[src/rtl/mmc1_mapper.sv]
// mmc1_mapper: MMC1 serial-load register file with PRG/CHR SDRAM address translation and CIRAM A10 select.
// Optional MMC1_CONSEC_WRITE_FILTER_EN drops a write on the M2 cycle right after a committed one (RMW behaviour).
module mmc1_mapper #(
  parameter int ADDR_BITS = 25
) (
  input  logic                 clk,
  input  logic                 rst_n,
  input  logic                 m2,
  input  logic [14:0]          cpu_addr,
  input  logic [7:0]           cpu_data,
  input  logic                 cpu_rw,
  input  logic                 rom_ce,
  input  logic [12:0]          ppu_addr,
  input  logic                 run,
  input  logic [ADDR_BITS-1:0] prg_base,
  input  logic [ADDR_BITS-1:0] chr_base,
  output logic [ADDR_BITS-1:0] prg_addr,
  output logic [ADDR_BITS-1:0] chr_addr,
  output logic                 ciram_a10
);
  logic [1:0] m2_sync_q, rw_sync_q, ce_sync_q;
  logic m2_prev_q;
  logic wr_pend_q, wr_pend_d;
  logic [7:0] hold_data_q, hold_data_d;
  logic [1:0] hold_sel_q, hold_sel_d;
  logic [4:0] control_q, control_d, chr0_q, chr0_d, chr1_q, chr1_d, shift_q, shift_d;
  logic [3:0] prg_q, prg_d;
  logic [2:0] count_q, count_d;
  logic [ADDR_BITS-1:0] prg_addr_q, prg_addr_d, chr_addr_q, chr_addr_d;
  logic ciram_a10_q, ciram_a10_d;
  logic fall, cap, commit;
  logic [4:0] shift_nx, chr_bank;
  logic [3:0] prg_bank;
`ifdef MMC1_CONSEC_WRITE_FILTER_EN
  logic last_wr_q, last_wr_d;
`endif

  // Bring the asynchronous bus strobes into the clk domain and keep the previous m2 for edge detection
  always_ff @(posedge clk or negedge rst_n) begin
    if (!rst_n) begin
      m2_sync_q <= '0;
      rw_sync_q <= 2'b11;
      ce_sync_q <= 2'b11;
      m2_prev_q <= 1'b0;
    end else begin
      m2_sync_q <= {m2_sync_q[0], m2};
      rw_sync_q <= {rw_sync_q[0], cpu_rw};
      ce_sync_q <= {ce_sync_q[0], rom_ce};
      m2_prev_q <= m2_sync_q[1];
    end
  end

  // Capture ROM writes while M2 is high, commit them into the serial loader on the M2 fall
  always_comb begin
    fall        = m2_prev_q & ~m2_sync_q[1];
    cap         = m2_sync_q[1] & ~ce_sync_q[1] & ~rw_sync_q[1];
`ifdef MMC1_CONSEC_WRITE_FILTER_EN
    commit      = fall & wr_pend_q & run & ~last_wr_q;
    last_wr_d   = fall ? commit : last_wr_q;
`else
    commit      = fall & wr_pend_q & run;
`endif
    shift_nx    = {hold_data_q[0], shift_q[4:1]};
    hold_data_d = cap ? cpu_data : hold_data_q;
    hold_sel_d  = cap ? cpu_addr[14:13] : hold_sel_q;
    wr_pend_d   = fall ? 1'b0 : (cap | wr_pend_q);
    control_d   = control_q;
    chr0_d      = chr0_q;
    chr1_d      = chr1_q;
    prg_d       = prg_q;
    shift_d     = shift_q;
    count_d     = count_q;
    if (commit) begin
      if (hold_data_q[7]) begin
        shift_d   = '0;
        count_d   = '0;
        control_d = control_q | 5'h0C;
      end else if (count_q == 3'd4) begin
        shift_d   = '0;
        count_d   = '0;
        control_d = (hold_sel_q == 2'd0) ? shift_nx : control_q;
        chr0_d    = (hold_sel_q == 2'd1) ? shift_nx : chr0_q;
        chr1_d    = (hold_sel_q == 2'd2) ? shift_nx : chr1_q;
        prg_d     = (hold_sel_q == 2'd3) ? shift_nx[3:0] : prg_q;
      end else begin
        shift_d   = shift_nx;
        count_d   = count_q + 3'd1;
      end
    end
    if (!run) begin
      wr_pend_d = 1'b0;
      control_d = 5'h0C;
      chr0_d    = '0;
      chr1_d    = '0;
      prg_d     = '0;
      shift_d   = '0;
      count_d   = '0;
`ifdef MMC1_CONSEC_WRITE_FILTER_EN
      last_wr_d = 1'b0;
`endif
    end
  end

  // Translate the current bus addresses through the bank registers
  always_comb begin
    prg_bank    = !control_q[3] ? {prg_q[3:1], cpu_addr[14]} :
                  !control_q[2] ? (cpu_addr[14] ? prg_q : 4'h0) :
                                  (cpu_addr[14] ? 4'hF : prg_q);
    chr_bank    = control_q[4] ? (ppu_addr[12] ? chr1_q : chr0_q) : {chr0_q[4:1], ppu_addr[12]};
    prg_addr_d  = prg_base + ADDR_BITS'({prg_bank, cpu_addr[13:0]});
    chr_addr_d  = chr_base + ADDR_BITS'({chr_bank, ppu_addr[11:0]});
    ciram_a10_d = control_q[1] ? (control_q[0] ? ppu_addr[11] : ppu_addr[10]) : control_q[0];
  end

  // Mapper state and registered outputs
  always_ff @(posedge clk or negedge rst_n) begin
    if (!rst_n) begin
      wr_pend_q   <= 1'b0;
      hold_data_q <= '0;
      hold_sel_q  <= '0;
      control_q   <= 5'h0C;
      chr0_q      <= '0;
      chr1_q      <= '0;
      prg_q       <= '0;
      shift_q     <= '0;
      count_q     <= '0;
      prg_addr_q  <= '0;
      chr_addr_q  <= '0;
      ciram_a10_q <= 1'b0;
    end else begin
      wr_pend_q   <= wr_pend_d;
      hold_data_q <= hold_data_d;
      hold_sel_q  <= hold_sel_d;
      control_q   <= control_d;
      chr0_q      <= chr0_d;
      chr1_q      <= chr1_d;
      prg_q       <= prg_d;
      shift_q     <= shift_d;
      count_q     <= count_d;
      prg_addr_q  <= prg_addr_d;
      chr_addr_q  <= chr_addr_d;
      ciram_a10_q <= ciram_a10_d;
    end
  end

`ifdef MMC1_CONSEC_WRITE_FILTER_EN
  // Remember whether the last M2 cycle committed a write
  always_ff @(posedge clk or negedge rst_n) begin
    if (!rst_n) last_wr_q <= 1'b0;
    else        last_wr_q <= last_wr_d;
  end
`endif

  assign prg_addr  = prg_addr_q;
  assign chr_addr  = chr_addr_q;
  assign ciram_a10 = ciram_a10_q;
endmodule

[config.mk]
export PLATFORM = sky130hd
export DESIGN_NAME = mmc1_mapper
export DESIGN_NICKNAME = d
export VERILOG_FILES = /design/src/rtl/mmc1_mapper.sv
export SDC_FILE = /design/constraint.sdc
export NUM_CORES = 1
export LEC_CHECK = 0
export CAP_MARGIN = 0
export CORE_ASPECT_RATIO = 0.9
export CORE_MARGIN = 5
export CORE_UTILIZATION = 49
export CTS_CLUSTER_DIAMETER = 200
export CTS_CLUSTER_SIZE = 14
export DETAILED_ROUTE_END_ITERATION = 8
export GPL_TIMING_DRIVEN = 0
export MAX_ROUTING_LAYER = met4
export PLACE_DENSITY = 0.81
export SYNTH_ARGS = -nofsm -noshare
export SYNTH_HDL_FRONTEND = slang
export SYNTH_SLANG_ARGS = --single-unit
[constraint.sdc]
create_clock -name clk -period 2.93 [get_ports clk]
set_clock_uncertainty 0.1 [all_clocks]
set_input_delay 0.293 -clock clk [delete_from_list [all_inputs] [get_ports clk]]
set_output_delay 0.293 -clock clk [all_outputs]
set_load 0.02 [all_outputs]
==> results.yml, run 1 <==
routing:
  totalWireLength_um: 13500
  wire_per_inst_um: 16.4
  drt-initial-drc-count: 339
  ant_nets: 0
  dr_total_vias: 4669
  dr.pass1.iters: 5
  drcViolationCount: 0
  vias_per_cell: 5.70
yosys:
  syn-num-nets: 668
  yosysSeqAreaShare_pct: 42.7
  async_flop_share_pct: 100
  ys_ff_latch: 89
  synth_cells: 536
  yosys.cell_types.count: 55
  mappedNetlistArea_sq_um: 5240
  yosysTopAreaCell: "dfrtp_1"
  synth.area.top_cells: "dfrtp_1 (40%), ha_1 (9.1%), a21oi_1 (5.1%)"
  synth_ff_type: "dfrtp_1"
  yosysWarnings: 0
  synth-edff-count: 0
  postSynthAreaPerCell_sq_um: 9.77
  yosys.area.top_type_share_pct: 39.6
status:
  outcome: "finished, final reports clean"
clock_network:
  htreeDepth: 3
  clock_sinks: 89
  cts_tree: "built"
  clk_latency_ps: 340
  numCtsBuffers: 9
  cts.clk_slew.worst_paths_ps: 70
  cts_buffer_depth: 2
  root_buffer: "clkbuf_16"
floorplanning:
  die_x_um: 119
  fp.dieH_um: 108
  rows: 35
  fp.dieArea_sq_um: 12900
  coreArea_sq_um: 10300
  ios: 143
  start_util_pct: 50.7
worst_hold_path:
  hp-class: "in2reg"
timing:
  period_share_pct: 95.8
  min_period_ps: 2810
  finalWorstSetupSlack_ps: 125
  finalSetupViolCount: 0
  fin_setup_tns_ps: 0
  slew_headroom_pct: 53.2
  finalHoldViolCount: 0
  max_freq_ghz: 0.356
  worst_pin_slew_ps: 700
  drv_slew: 0
global_route:
  grt.overflow.total: 0
  grt_usage_pct: 21.9
  grt_pass1_vias: 4614
  grt_start_max_net_pins: 63
  antenna_found_initial: 0
  grt_pass1_wl_um: 22100
layout:
  seqCellArea_sq_um: 2230
  post-route-util_pct: 69.2
  num_antenna_cells: 0
  multi_input_area_sq_um: 2930
  nets: 817
  final_layout_size_suffix_gt1_share_pct: 9.13
  final_cell_area_sq_um: 7150
  n_fill_cell: 752
  fin_cells: 819
  syn2layout_area_growth_pct: 36.4
flow_run:
  maxCapViolations: 0
pwr:
  cellPowerDensity_nw_per_um2: 514
  ir_drop_uv: 387
  leakage_nw: 3.11
place:
  place_ws_ps: -504
  place_inst: 801
  routabilityCongestion: 0.861
  port-buffer-count: 135
  hpwlAfterDp_um: 10200
  place_area_sq_um: 6780
worst_setup_path:
  crit_required_ps: 3060
  arrival_ps: 2930
  crit_type: "reg2reg"
  critPathMaxFanout: 8
  end_kind: "flip-flop"
  start_kind: "flip-flop"
==> state kept, by name (all words and copies together) (netlist names), 2 cells and up <==
register,flops
ce_sync_q,2
chr0_q,5
chr1_q,5
chr_addr,25
control_q,5
count_q,3
hold_data_q,2
hold_sel_q,2
m2_sync_q,2
prg_addr,25
prg_q,4
rw_sync_q,2
shift_q,4
==> critical path: stages (launching register included) <==
cell and delay (ps):
dfrtp_1 420, nand2_2 120, mux2_2 350, ha_1 280, clkbuf_4 180, nand4_1 180
or3_4 420, a2111oi_4 260, nand2b_4 180, o21ai_1 80, xnor2_1 120
==> per-layer routing <==
metal  wire length (um)  share of wire [%]  GRT usage [%]  up-vias
li1                   -                  -              -     2255
met1               5500                 41           26.5     2203
met2               6830                 51           36.4      184
met3                884                6.6           5.33       27
met4                250                1.9           7.36        0
met5                  0                  0              -        -
==> worst paths after layout <==
path                                   start            end  slack [ps]  cells past startpoint
worst max-delay path            control_q[4]   chr_addr[23]         120                     10
worst min-delay path                  rom_ce   ce_sync_q[0]         250                      1
worst max register to register  control_q[4]   chr_addr[23]         120                     10
worst min register to register  rw_sync_q[0]   rw_sync_q[1]         260                      0
max in group asynchronous              rst_n   control_q[2]        1770                      3
min in group asynchronous              rst_n  hold_sel_q[0]         320                      2
==> stage by stage <==
stage	power [W]	hold WS [ps]
detailed placement	0.00256	149
global placement	0.00253	232
CTS	0.00370	236
floorplan	0.00204	-103
global route	0.00386	232
finish	0.00368	249
==> cell usage in the layout, fill, tap and decap left out, drive strengths merged, types with 19 or more instances in the layout <==
master	instances
inv	19
a21oi	54
nand2	48
nor2	36
xnor2	25
mux2	22
clkdlybuf4s50	133
o21ai	28
ha	38
dfrtp	83
clkbuf	19
==> area by class of cell <==
cell class | instances | share of cell area (%)
plain buffers | 14 | 1.05
clock inverters | 6 | 0.700
inverters | 17 | 0.893
clock buffers | 10 | 3.34
multi-input cells | 416 | 41.0
flip-flops and latches | 89 | 31.3
repair buffers | 138 | 19.5
well taps | 129 | 2.26
==> where the power goes <==
part / internal, W / switching, W
Combinational: 0.000542 / 0.000592
Clock: 0.000607 / 0.000500
Sequential: 0.00137 / 0.0000614
==> synthesized netlist by cell type (all sizes together), types with 4 or more instances <==
master	number
or3	5
mux2i	4
nor4	6
buf	7
a21oi	54
a22o	5
a21o	18
nor3	9
clkbuf	7
inv	17
nor2	36
a211oi	6
mux2	22
a31oi	7
nand4	10
dfrtp	83
and2	10
ha	38
dfstp	6
nand3	12
xnor2	25
o211ai	7
nand2b	6
nand2	48
o21bai	6
and3	4
xor2	12
o21ai	28
==> cell families (layout without fill, tap and decap cells) <==
| family | count (synthesis) | after routing | share of synthesized area (%) |
|---|---|---|---|
| compound gates | 157 | 157 | 19.2 |
| xor+xnor | 37 | 37 | 6.19 |
| fa+ha+maj | 40 | 40 | 9.84 |
| buf+inv | 31 | 185 | 2.39 |
| flops | 89 | 89 | 42.7 |
| mux | 26 | 26 | 5.49 |
| simple gates | 156 | 156 | 14.3 |
==> what timing repair did <==
| item | in CTS | in global routing |
|---|---|---|
| pin swaps | 1 | 3 |
| resized for setup | 4 | 11 |
| hold buffers | 1 | 0 |
| endpoints found under the hold margin | 23 | 0 |
| endpoints found under the setup margin | 3 | 4 |
| setup buffers | 0 | 1 |
Power figures use the tool's default switching activity.
==> inputs of run 2 (changes only) <==
--- a/config.mk
+++ b/config.mk
@@ -6,7 +6,7 @@
 export NUM_CORES = 1
 export LEC_CHECK = 0
 export CAP_MARGIN = 0
-export CORE_ASPECT_RATIO = 0.9
+export CORE_ASPECT_RATIO = 0.5
 export CORE_MARGIN = 5
 export CORE_UTILIZATION = 49
 export CTS_CLUSTER_DIAMETER = 200
==> results.yml, run 2 (synthesis results as in run 1) <==
status:
  outcome: "finished, final reports clean"
routing:
  wire_per_inst_um: 15.4
  dr_total_vias: 4588
  vias_per_cell: 5.53
  totalWireLength_um: 12800
  ant_nets: 0
  dr.pass1.iters: 5
  drcViolationCount: 0
  drt-initial-drc-count: 210
global_route:
  antenna_found_initial: 0
  grt_start_max_net_pins: 75
  grt.overflow.total: 0
  grt_pass1_wl_um: 21300
  grt_pass1_vias: 4507
  grt_usage_pct: 20.3
place:
  place_area_sq_um: 6790
  hpwlAfterDp_um: 9770
  port-buffer-count: 135
  routabilityCongestion: 0.854
worst_setup_path:
  arrival_ps: 2950
  r2r-start: "control_q[4]"
  end_kind: "flip-flop"
  worstSetupStartpoint: "ppu_addr[12]"
  crit_required_ps: 3070
  start_kind: "input port"
  crit_type: "in2reg"
  critPathMaxFanout: 9
layout:
  num_antenna_cells: 0
  nets: 816
  post-route-util_pct: 69.4
  final_cell_mix: "clkdlybuf4s50_1 (134), dfrtp_1 (83), a21oi_1 (53)"
  layout_commonest_cell: "clkdlybuf4s50_1"
  syn2layout_area_growth_pct: 36.5
  final_cell_area_sq_um: 7150
  n_fill_cell: 819
  final_layout_size_suffix_gt1_share_pct: 8.71
timing:
  min_period_ps: 2800
  finalHoldViolCount: 0
  finalSetupViolCount: 0
  period_share_pct: 95.7
  worst_pin_slew_ps: 702
  slew_headroom_pct: 53.1
  drv_slew: 0
  fin_setup_tns_ps: 0
  max_freq_ghz: 0.357
  hold_ws_ps: 259
floorplanning:
  rows: 26
  start_util_pct: 50.8
  die_x_um: 156
  fp.dieArea_sq_um: 13000
  fp.dieH_um: 83.1
  ios: 143
  coreArea_sq_um: 10300
clock_network:
  cts_setup_buffers: 0
  cts_buffer_depth: 2
  root_buffer: "clkbuf_16"
  cts_tree: "built"
  cts.clk_slew.worst_paths_ps: 70
  clk_latency_ps: 330
  htreeDepth: 3
  clock_sinks: 89
  numCtsBuffers: 9
pwr:
  ir_drop_uv: 276
  total_power_w: 0.00372
  leakage_nw: 3.11
  cellPowerDensity_nw_per_um2: 520
worst_hold_path:
  hp-class: "in2async"
flow_run:
  maxCapViolations: 0
==> run 2: final timing paths <==
check,depth (start not counted),slack (ps),to
setup / recovery,11,130,chr_addr[23]
hold / removal,2,260,prg_addr[8]
setup reg to reg,10,130,chr_addr[23]
hold reg to reg,0,260,rw_sync_q[1]
max in group asynchronous,3,1800,rw_sync_q[0]
min in group clk,0,260,rw_sync_q[1]
==> run 2: where the power goes <==
group / internal (W) / leakage, nW / switching (W)
registers: 0.00137 / 1.08 / 0.0000558
clock network: 0.000708 / 0.149 / 0.000462
logic: 0.000539 / 1.88 / 0.000582
total: 0.00262 / 3.11 / 0.00110
==> run 2: per-layer routing <==
layer	GRT usage [%]	wire length (um)	share of wire, %
met1	24.9	5590	44
met2	35.3	6570	51
met3	3.69	592	4.6
met5	-	0	0
met4	4.09	52	0.41
==> run 2: timing repair <==
item | 4_1_cts | 5_1_grt
hold buffers | 1 | 0
hold endpoints to repair | 15 | 0
endpoints found under the setup margin | 4 | 5
resized for setup | 3 | 10
pin swaps | 0 | 5
==> run 2: per-stage QoR <==
stage	setup WS (ps)	cells
floorplan	232	536
global placement	-1750	811
detailed placement	-420	812
CTS	2.83	829
global route	-29.0	829
finish	127	829
==> run 2: final cells by class <==
type / count / area [sq um] / share of cell area (%)
plain buffers: 14 / 75.1 / 1.05
inverters: 17 / 63.8 / 0.892
multi-input cells: 416 / 2910 / 40.7
well taps: 140 / 175 / 2.45
repair buffers: 137 / 1390 / 19.4
clock inverters: 4 / 51.3 / 0.717
clock buffers: 12 / 256 / 3.59
flip-flops and latches: 89 / 2230 / 31.2
==> run 2: critical path, stage by stage <==
cell	delay [ps]
clkdlybuf4s50_1	450
nand2_2	140
mux2_2	350
ha_1	280
buf_4	150
nand4_1	160
or3_1	420
a2111oi_2	220
nand2b_4	200
o21ai_1	80
xnor2_1	200
==> inputs of run 3 (changes only) <==
--- a/config.mk
+++ b/config.mk
@@ -8,13 +8,13 @@
 export CAP_MARGIN = 0
 export CORE_ASPECT_RATIO = 0.5
 export CORE_MARGIN = 5
-export CORE_UTILIZATION = 49
+export CORE_UTILIZATION = 53
 export CTS_CLUSTER_DIAMETER = 200
 export CTS_CLUSTER_SIZE = 14
 export DETAILED_ROUTE_END_ITERATION = 8
 export GPL_TIMING_DRIVEN = 0
 export MAX_ROUTING_LAYER = met4
-export PLACE_DENSITY = 0.81
+export PLACE_DENSITY = 0.94
 export SYNTH_ARGS = -nofsm -noshare
 export SYNTH_HDL_FRONTEND = slang
 export SYNTH_SLANG_ARGS = --single-unit
==> constraint.sdc (replaced) <==
create_clock -name clk -period 3.5 [get_ports clk]
set_clock_uncertainty 0.1 [all_clocks]
set_input_delay 0.35 -clock clk [delete_from_list [all_inputs] [get_ports clk]]
set_output_delay 0.35 -clock clk [all_outputs]
set_load 0.02 [all_outputs]
==> results.yml, run 3 (synthesis results as in run 1) <==
pwr:
  pwr-share-seq_pct: 37.8
  internal-power_w: 0.00224
  ir_drop_uv: 275
  swShare_pct: 29.1
  leakage_nw: 3.10
  combPwrFrac_pct: 29.6
  clkPwrFrac_pct: 32.6
  p_switching_w: 0.000919
  cellPowerDensity_nw_per_um2: 444
clock_network:
  root_buffer: "clkbuf_16"
  cts_setup_buffers: 0
  clock_sinks: 89
  cts.clk_slew.worst_paths_ps: 60
  post_cts_resize_count: 0
  cts_tree: "built"
  numCtsBuffers: 9
  htreeDepth: 3
  cts_buffer_depth: 2
  clk_latency_ps: 340
worst_setup_path:
  crit_type: "in2reg"
  arrival_ps: 3230
  crit_required_ps: 3620
  worst-path-buf-inv: 2
  r2r_setup_slack_ps: 430
  r2r-start: "control_q[4]"
  reg2reg_to: "chr_addr[23]"
  r2r_cells: 10
  start_kind: "input port"
  path_delay_family: "simple AND/OR/NAND/NOR gates"
  critPathMaxFanout: 9
  slowest_delay_ps: 440
  end_kind: "flip-flop"
  crit_path_top_delay_cell: "clkdlybuf4s50_1"
  cp_cell_sequence: "clkdlybuf4s50_1 -> nand2_1 -> mux2_2 -> ha_1 -> buf_2 -> nand4_1 -> or3_1 -> a2111oi_0 -> nand2b_1 -> o21ai_1 -> xnor2_1"
layout:
  seqCellArea_sq_um: 2230
  final_layout_size_suffix_gt1_share_pct: 8.13
  final_cell_mix: "clkdlybuf4s50_1 (134), dfrtp_1 (83), a21oi_1 (53)"
  num_antenna_cells: 0
  layout_commonest_cell: "clkdlybuf4s50_1"
  final_cell_area_sq_um: 7120
  n_fill_cell: 661
  nets: 816
  multi_input_area_sq_um: 2880
  post-route-util_pct: 74.6
  syn2layout_area_growth_pct: 35.8
floorplanning:
  fp.dieArea_sq_um: 12100
  fp.dieH_um: 80.3
  start_util_pct: 54.9
  rows: 25
  die_x_um: 151
  coreArea_sq_um: 9540
  ios: 143
timing:
  finalHoldViolCount: 0
  worst_pin_slew_ps: 684
  slew_headroom_pct: 54.3
  rsz0062_at_grt: "no"
  min_period_ps: 3110
  period_share_pct: 88.9
  finalWorstSetupSlack_ps: 390
  finalSetupViolCount: 0
  max_freq_ghz: 0.322
  drv_slew: 0
  hold_ws_ps: 249
global_route:
  grt_pass1_vias: 4678
  grt_pass1_wl_um: 21600
  grt.overflow.total: 0
  grt_usage_pct: 23.0
  antenna_found_initial: 0
  grt_start_max_net_pins: 54
place:
  routabilityCongestion: 0.928
  place_ws_ps: 73.9
  hpwlAfterDp_um: 9820
  place_area_sq_um: 6780
  port-buffer-count: 135
routing:
  vias_per_cell: 5.61
  drcViolationCount: 0
  drt-initial-drc-count: 207
  dr_total_vias: 4621
  totalWireLength_um: 13200
  wire_per_inst_um: 16.0
  dr.pass1.iters: 5
  ant_nets: 0
worst_hold_path:
  holdPathEnd: "m2_sync_q[1]"
  holdPathStages: 0
  hp-class: "reg2reg"
  hold_start: "m2_sync_q[0]"
status:
  outcome: "finished, final reports clean"
flow_run:
  maxCapViolations: 0
==> run 3: cell types whose count changed in the layout (fill, tap and decap cells not counted), sizes merged <==
cell,delta
bufinv,+1
clkinv,-1
clkinvlp,+1
buf,+1
clkbuf,-2
==> run 3: layout make-up <==
type	count	area share, %
plain buffers	14	0.861
clock buffers	11	3.41
clock inverters	5	1.13
inverters	17	0.897
multi-input cells	416	40.5
flip-flops and latches	89	31.4
well taps	135	2.37
repair buffers	137	19.5
==> run 3: timing repair <==
item,4_1_cts,5_1_grt
hold buffers,1,0
endpoints found under the setup margin,0,0
endpoints found under the hold margin,36,0
==> run 3: worst max-delay path by stage <==
stage          depth (start not counted)  slack [ps]            to    startpoint
6_report                              11         390  chr_addr[23]  ppu_addr[12]
5_1_grt                               12         240  chr_addr[20]  ppu_addr[12]
4_1_cts                               11         390  chr_addr[23]  ppu_addr[12]
3_5_place_dp                          11          70  chr_addr[23]  ppu_addr[12]
3_3_place_gp                           1       -1120  chr_addr[22]         rst_n
2_1_floorplan                         11         800  chr_addr[20]  control_q[4]
==> run 3: routing by layer <==
layer	routed length [um]	vias to the layer above	global-route usage, %
met1	5440	2172	26.4
met2	6640	168	41.0
met4	317	0	7.14
met5	0	-	-
li1	-	2251	-
met3	768	30	4.96
==> run 3: power by group through the flow <==
stage               sequential [W]  clock (W)  combinational, W
floorplan                  0.00134          0          0.000367
detailed placement         0.00121          0          0.000925
CTS                        0.00120    0.00105          0.000934
finish                     0.00120    0.00103          0.000934
global route               0.00121    0.00111           0.00101
global placement           0.00121          0          0.000899
==> run 3: per-stage QoR <==
| step | TNS, ps | cells | power (W) |
|---|---|---|---|
| 5_1_grt | 0 | 824 | 0.00332 |
| 6_report | 0 | 824 | 0.00316 |
| 3_5_place_dp | 0 | 807 | 0.00214 |
| 4_1_cts | 0 | 824 | 0.00318 |
| 3_3_place_gp | -93400 | 806 | 0.00211 |
| 2_1_floorplan | 0 | 536 | 0.00171 |
